## src/rtl/timer.sv

```systemverilog
// timer: memory-mapped DIV/TIMA/TMA/TAC timer with a delayed TMA reload and
// a one-cycle interrupt request pulse. One clk is one T-cycle.
// Build option: define TIMER_GLITCH_EN to let DIV/TAC writes that pull the
// selected tap from 1 to 0 clock TIMA, as the original DMG silicon does.
module timer #(
  parameter logic [15:0] BASE = 16'hFF04
) (
  input  logic        clk,
  input  logic        rst,
  input  logic [15:0] addr,
  input  logic [7:0]  data_in,
  output logic [7:0]  data_out,
  input  logic        rd_enable,
  input  logic        wr_enable,
  output logic        hit,
  output logic        int_timer
);

  typedef enum logic {IDLE, RELOAD} state_t;

  logic [15:0] div_cnt_reg;
  logic [7:0]  tima_reg;
  logic [7:0]  tma_reg;
  logic [2:0]  tac_reg;
  logic        sel_q_reg;
  state_t      state_reg;
  logic [1:0]  delay_reg;
  logic        int_timer_reg;

  logic [15:0] offset;
  logic [3:0]  wr_sel;
  logic [15:0] div_cnt_next;
  logic [2:0]  tac_next;
  logic [3:0]  taps_now;
  logic        sel;
  logic        sel_q_next;
  logic        inc;

  // Offset from BASE; any address within the 4-byte window is ours.
  assign offset = addr - BASE;
  assign hit    = (offset[15:2] == 14'd0);

  // One write strobe per register in the window.
  generate
    for (genvar gi = 0; gi < 4; gi++) begin : g_wr_sel
      assign wr_sel[gi] = wr_enable & hit & (offset[1:0] == 2'(gi));
    end
  endgenerate

  // Values the divider and TAC will hold after this edge.
  assign div_cnt_next = wr_sel[0] ? 16'h0000 : div_cnt_reg + 16'd1;
  assign tac_next     = wr_sel[3] ? data_in[2:0] : tac_reg;

  // Tap order follows the TAC[1:0] encoding: 00->bit9, 01->bit3, 10->bit5, 11->bit7.
  assign taps_now = {div_cnt_reg[7], div_cnt_reg[5], div_cnt_reg[3], div_cnt_reg[9]};
  assign sel      = taps_now[tac_reg[1:0]] & tac_reg[2];
  assign inc      = sel_q_reg & ~sel;

`ifdef TIMER_GLITCH_EN
  // Edge detector always tracks the true previous sel, so bus writes can clock TIMA.
  assign sel_q_next = sel;
`else
  logic [3:0] taps_post;
  logic       sel_post;

  // On DIV/TAC writes, prime the edge detector with the post-write sel so only
  // free-running divider edges ever clock TIMA.
  assign taps_post  = {div_cnt_next[7], div_cnt_next[5], div_cnt_next[3], div_cnt_next[9]};
  assign sel_post   = taps_post[tac_next[1:0]] & tac_next[2];
  assign sel_q_next = (wr_sel[0] | wr_sel[3]) ? sel_post : sel;
`endif

  // Combinational read mux; idle bus reads as zero.
  always_comb begin
    data_out = 8'h00;
    if (hit && rd_enable) begin
      case (offset[1:0])
        2'd0:    data_out = div_cnt_reg[15:8];
        2'd1:    data_out = tima_reg;
        2'd2:    data_out = tma_reg;
        default: data_out = {5'b11111, tac_reg};
      endcase
    end
  end

  // Divider, registers and the overflow/reload FSM with its registered interrupt.
  always_ff @(posedge clk) begin
    if (rst) begin
      div_cnt_reg   <= 16'h0000;
      tima_reg      <= 8'h00;
      tma_reg       <= 8'h00;
      tac_reg       <= 3'b000;
      sel_q_reg     <= 1'b0;
      state_reg     <= IDLE;
      delay_reg     <= 2'd0;
      int_timer_reg <= 1'b0;
    end else begin
      div_cnt_reg   <= div_cnt_next;
      tac_reg       <= tac_next;
      sel_q_reg     <= sel_q_next;
      int_timer_reg <= 1'b0;
      if (wr_sel[2]) begin
        tma_reg <= data_in;
      end
      if (state_reg == RELOAD && delay_reg == 2'd0) begin
        // Reload cycle: TMA (including one written right now) beats any TIMA write.
        tima_reg      <= wr_sel[2] ? data_in : tma_reg;
        int_timer_reg <= 1'b1;
        state_reg     <= IDLE;
      end else if (wr_sel[1]) begin
        // A TIMA write beats an increment and cancels a pending reload.
        tima_reg  <= data_in;
        state_reg <= IDLE;
      end else begin
        if (state_reg == RELOAD) begin
          delay_reg <= delay_reg - 2'd1;
        end
        if (inc) begin
          if (state_reg == IDLE && tima_reg == 8'hFF) begin
            tima_reg  <= 8'h00;
            state_reg <= RELOAD;
            delay_reg <= 2'd3;
          end else begin
            tima_reg <= tima_reg + 8'd1;
          end
        end
      end
    end
  end

  assign int_timer = int_timer_reg;

endmodule

```

## config.mk

```make
export PLATFORM = sky130hd
export DESIGN_NAME = timer
export DESIGN_NICKNAME = d
export VERILOG_FILES = /design/src/rtl/timer.sv
export SDC_FILE = /design/constraint.sdc
export NUM_CORES = 1
export LEC_CHECK = 0
export CORE_MARGIN = 2
export CORE_UTILIZATION = 60
export CTS_BUF_LIST = sky130_fd_sc_hd__clkbuf_8
export DETAILED_ROUTE_END_ITERATION = 16
export PLACE_DENSITY = 0.95
export RECOVER_POWER = 50
export SYNTH_ARGS = -nofsm -noshare
export SYNTH_HDL_FRONTEND = slang
export SYNTH_SLANG_ARGS = --single-unit
```

## constraint.sdc

```tcl
create_clock -name clk -period 4.46 [get_ports clk]
set_clock_uncertainty 0.2 [all_clocks]
set_input_delay 0.892 -clock clk [delete_from_list [all_inputs] [get_ports clk]]
set_output_delay 0.892 -clock clk [all_outputs]
set_load 0.005 [all_outputs]
```

# Yosys cells after proc, flatten, opt, wreduce, memory -nomap -nowiden
# Index checks and enable logic that the tools add are counted.
[totals] register_bits=40 out_inout_bits=10
[classes] n_mux=18 order_cmp=2 add_sub_neg=4 eq_ne=4 n_bitwise=13 reduce_logical=11
[op_table] op="$mux 8" count=6
[op_table] op="$pmux 8 s3" count=1
[op_table] op="$add 16x1->16 const B" count=1
[op_table] op="$sub 16x16->16 const B" count=1
[op_table] op="$logic_not 14->1" count=1
[op_table] op="$mux 10" count=1
[op_table] op="$add 8x1->8 const B" count=1
[op_table] op="$and 1x1->1" count=8
[op_table] op="$eq 8x8->1 const B" count=1
[op_table] op="$lt 2x3->1 const B" count=2
[op_table] op="$mux 2" count=3
[op_table] op="$bmux 1 s2" count=2
[op_table] op="$eq 2x2->1 const B" count=2
[op_table] op="$logic_not 2->1" count=2
[op_table] op="$mux 1" count=4
[op_table] op="$not 1->1" count=4
[op_table] op="$reduce_and 2->1" count=2
[op_table] op="$logic_and 1x1->1" count=3
[op_table] op="$mux 3" count=1
[op_table] op="$reduce_bool 3->1" count=1
[op_table] op="$reduce_or 3->1" count=1
[op_table] op="$eq 2x1->1 const B" count=1
[op_table] op="$reduce_or 2->1" count=1
[op_table] op="$sub 2x1->2 const B" count=1
[op_table] op="$or 1x1->1" count=1

# Depth between registers and ports, before layout
[depth] word_depth=9 depth_mapped=9

# Least setup slack after synthesis
# Ideal clock, no wire load.
[synth_path] path_kind="in2out" start="input port addr[1]" end="output port data_out[3]" path_stages=5 required_ns=3.368 path_slack_ns=1.242 t_arrival_ns=2.126 cell_sequence="clkbuf_1 -> clkbuf_1 -> mux2_2 -> o22ai_1 -> nor2_1"
[synth_via] elab_chain_cells=4 elab_cells_between_ends=8 classes_between="add/sub: 1; eq/ne: 2; mux: 2; reduce/logical: 3"
[synth_rtl] element="from (decl)" line_no="10" rtl="input logic [15:0] addr,"
[synth_rtl] element="$sub 16x16->16 *" line_no="40" rtl="assign offset = addr - BASE;"
[synth_rtl] element="$eq 2x2->1 (tied with other cells)" line_no="77" rtl="case (offset[1:0])"
[synth_rtl] element="$pmux 8 s3 / $logic_and 1x1->1 (equally long branches)" line_no="77, 76"
[synth_rtl] element="$mux 8 *" line_no="76" rtl="if (hit && rd_enable) begin"
[synth_rtl] element="to (decl)" line_no="12" rtl="output logic [7:0] data_out,"
# Mark *: on every way between the ends. The rest lies on a longest branch, timed or not.

# Worst setup path after layout
[layout_path] start="input port addr[10]" end="output port data_out[4]"
[layout_via] elab_chain_cells=4
[layout_rtl] element="$sub 16x16->16" line_no="40"
[layout_rtl] element="$logic_not 14->1" line_no="41" rtl="assign hit = (offset[15:2] == 14'd0);"
[layout_rtl] element="$logic_and 1x1->1" line_no="76"
[layout_rtl] element="$mux 8" line_no="76"
# No other way between the ends.

==> summary.md <==
| Metric | Value |
|---|---|
| R2R Setup Slk | `2160 ps` |
| Startpoint Class | `primary input` |
| Post-synth top area cell | `dfxtp_1` |
| Pwr dens | `233 nW/µm²` |
| Final net count | `355` |
| HPWL Detailed | `4.43 mm` |
| GR Overflow Total | `0` |
| Hold Path Class | `reg -> reg` |
| WHS | `272 ps` |
| Flops & latches, synth | `40` |
| Area contributors post-synth | `dfxtp_1 (33%), nor2_1 (7.2%), mux2i_1 (5.4%)` |
| Post-Route WL | `6.12 mm` |
| CP Capture Type | `output port` |
| Critical path's top delay family | `simple AND/OR/NAND/NOR gates` |
| Vias in the first global route | `2118` |
| # port buffers | `37` |
| Most common cell on crit path | `clkdlybuf4s50_1` |
| Post-Syn Instances | `287` |
| Max reg flops | `16` |
| Clock sinks | `40` |
| Critical Path RT | `3370 ps` |
| Hold_sp | `div_cnt_reg[0]` |
| First-pass GRT wire length | `9.69 mm` |
| Routed Antenna Nets | `0` |
| Avg Cell Area, Syn | `8.38 µm²` |
| Sequential fraction of the synthesis area | `33.3%` |
| Slew Limit Fails | `0` |
| Area delta synth->final | `19.7%` |
| Routed len/inst | `16.4 µm` |
| Die area | `4530 µm²` |
| Final Cycle Share | `96.1%` |
| Final Wtd Congestion | `0.894` |
| Worst Hold End | `div_cnt_reg[0]` |
| Commonest non-fill, non-tap cell in the layout | `nor2_1` |
| Chip width | `67.3 µm` |
| Ys flop type | `dfxtp_1` |
| Max Cap Viol | `0` |
| Commonest non-fill, non-tap cells in the layout | `nor2_1 (46), dfxtp_1 (40), clkdlybuf4s50_1 (33), nand2_1 (22), nand3_1 (18)` |
| Core area | `3910 µm²` |
| Cts bufs inserted | `5` |
| WP buf/inv | `2` |
| Slowest stage cell, crit path | `clkdlybuf4s50_1` |
| Top cell type's share of synthesized area | `33.3%` |
| Yosys warning count | `0` |
| Pin count of the biggest net entering global routing | `22` |
| Setup violations, final | `0` |
| Number of antenna repair diodes | `0` |
| Status | `finished clean` |
| CTS tree | `yes` |
| # resized after CTS | `0` |
| Worst Hold Path Cells | `1` |
| 1st-iter DRT viols | `247` |
| Worst-path cell chain | `clkdlybuf4s50_1 > nor4_1 > and3_1 > o21a_1 > nand2_1 > nor2_1 > clkdlybuf4s50_1` |
| RSZ-0062 raised after global routing | `false` |
| Fmax | `0.233 GHz` |
| Leakage power | `1.12 nW` |
| Vias per Instance | `6.34` |
| DRC viols | `0` |
| Die height | `67.3 µm` |
| Crit path largest cell delay | `510 ps` |
| Clock transition at the registers of the reported paths | `70 ps` |
| Share of cells above drive strength 1 | `6.79%` |
| DRT Pass-1 Iters | `5` |
| Pre-CTS setup slack | `201 ps` |
| Hold violation count in the final report | `0` |
| Synth Net Count | `318` |
| Clk buf depth | `2` |
| Initial Util | `61.4%` |
| Synthesized area | `2400 µm²` |
| Path depth of the worst reg2reg path | `7` |
| Worst Path Class, Setup | `in -> out` |
| Number of enable flip-flop cells after synthesis | `0` |
| Fillers | `294` |
| Clk_lat worst skew | `290 ps` |
| Slew at the pin closest to its max-slew limit | `1020 ps` |
| Final setup TNS | `0 ps` |
| Fin crit period | `4290 ps` |
| Standard-cell row count | `23` |
| RR Startpoint | `div_cnt_reg[5]` |
| Fin worst setup slack | `174 ps` |
| Overall power | `0.000671 W` |
| CTS root buf | `clkbuf_8` |
| Via count | `2372` |
| Slew headroom | `31.4%` |
| Reg2reg end | `sel_q_reg` |
| Antenna violations before repair | `0` |
| Post-synth cell types | `54` |
| Async set or reset register ratio after synthesis | `0%` |
| Crit-path max FO | `7` |
| H-tree levels | `2` |
| Maximum vdd ir drop | `0.176 mV` |
| All-layer global routing usage | `28.4%` |
| WP data arrival | `3190 ps` |
| Post-CTS Hold Fix Bufs | `0` |
| Ports | `38` |
| Post-CTS setup buffer count | `0` |
per-stage QoR:
stage / instance area, µm² / instances / util (%)
after floorplan: 2400 / 287 / -
after global placement: 2830 / 367 / 72.2
after detailed placement: 2830 / 367 / 72.2
after CTS: 2900 / 374 / 74.2
after global routing: 2880 / 374 / 73.6
final: 2880 / 374 / 73.6
worst max-delay path by stage:
stage              from           to  slack, ps  cells past startpoint
5_1_grt        addr[13]  data_out[4]         30                      7
4_1_cts         addr[4]  data_out[5]        190                      7
6_report       addr[10]  data_out[4]        170                      7
3_3_place_gp    addr[4]  data_out[3]        270                      7
3_5_place_dp    addr[4]  data_out[5]        200                      7
2_1_floorplan   addr[1]  data_out[3]       1240                      5
where the power goes:
part           switching [W]  internal [W]
logic              0.0000347     0.0000372
clock network       0.000122      0.000104
registers          0.0000101      0.000363
Yosys cell counts (all sizes together), types with 4 or more instances:
master	count
mux2i	14
a21oi	8
nand3	18
o22ai	7
clkbuf	7
and3	13
inv	7
nor3	6
mux4	4
xor2	8
nand2	22
o221ai	4
dfxtp	40
mux2	5
nor2	47
nor2b	4
o31ai	4
buf	4
xnor2	8
o21ai	12
nand4	4
and2	4
per-layer routing:
metal  GRT usage (%)  part of all wire, %
met5               0                    0
met1            35.5                   42
met4            14.0                  3.7
met2            45.8                   45
met3            6.67                  9.7
kinds of logic after synthesis:
| logic type | Yosys count | share of synthesized area [%] |
|---|---|---|
| compound gates | 55 | 17.1 |
| xor+xnor | 16 | 5.83 |
| fa+ha+maj | 3 | 1.56 |
| buf+inv | 18 | 2.86 |
| flops | 40 | 33.3 |
| mux | 23 | 12.4 |
| simple gates | 132 | 26.9 |
area by class of cell:
class                      instances  area, µm²  share of cell area [%]
clock buffer                       5       68.8                    2.39
sequential                        40        801                    27.8
tap                               50       62.6                    2.17
multi-input combinational        229       1520                    52.9
clock inverter                     2       8.76                   0.304
timing repair buffer              41        389                    13.5
inverter                           7       26.3                   0.913
No activity file was read; power rests on OpenSTA's default activity.
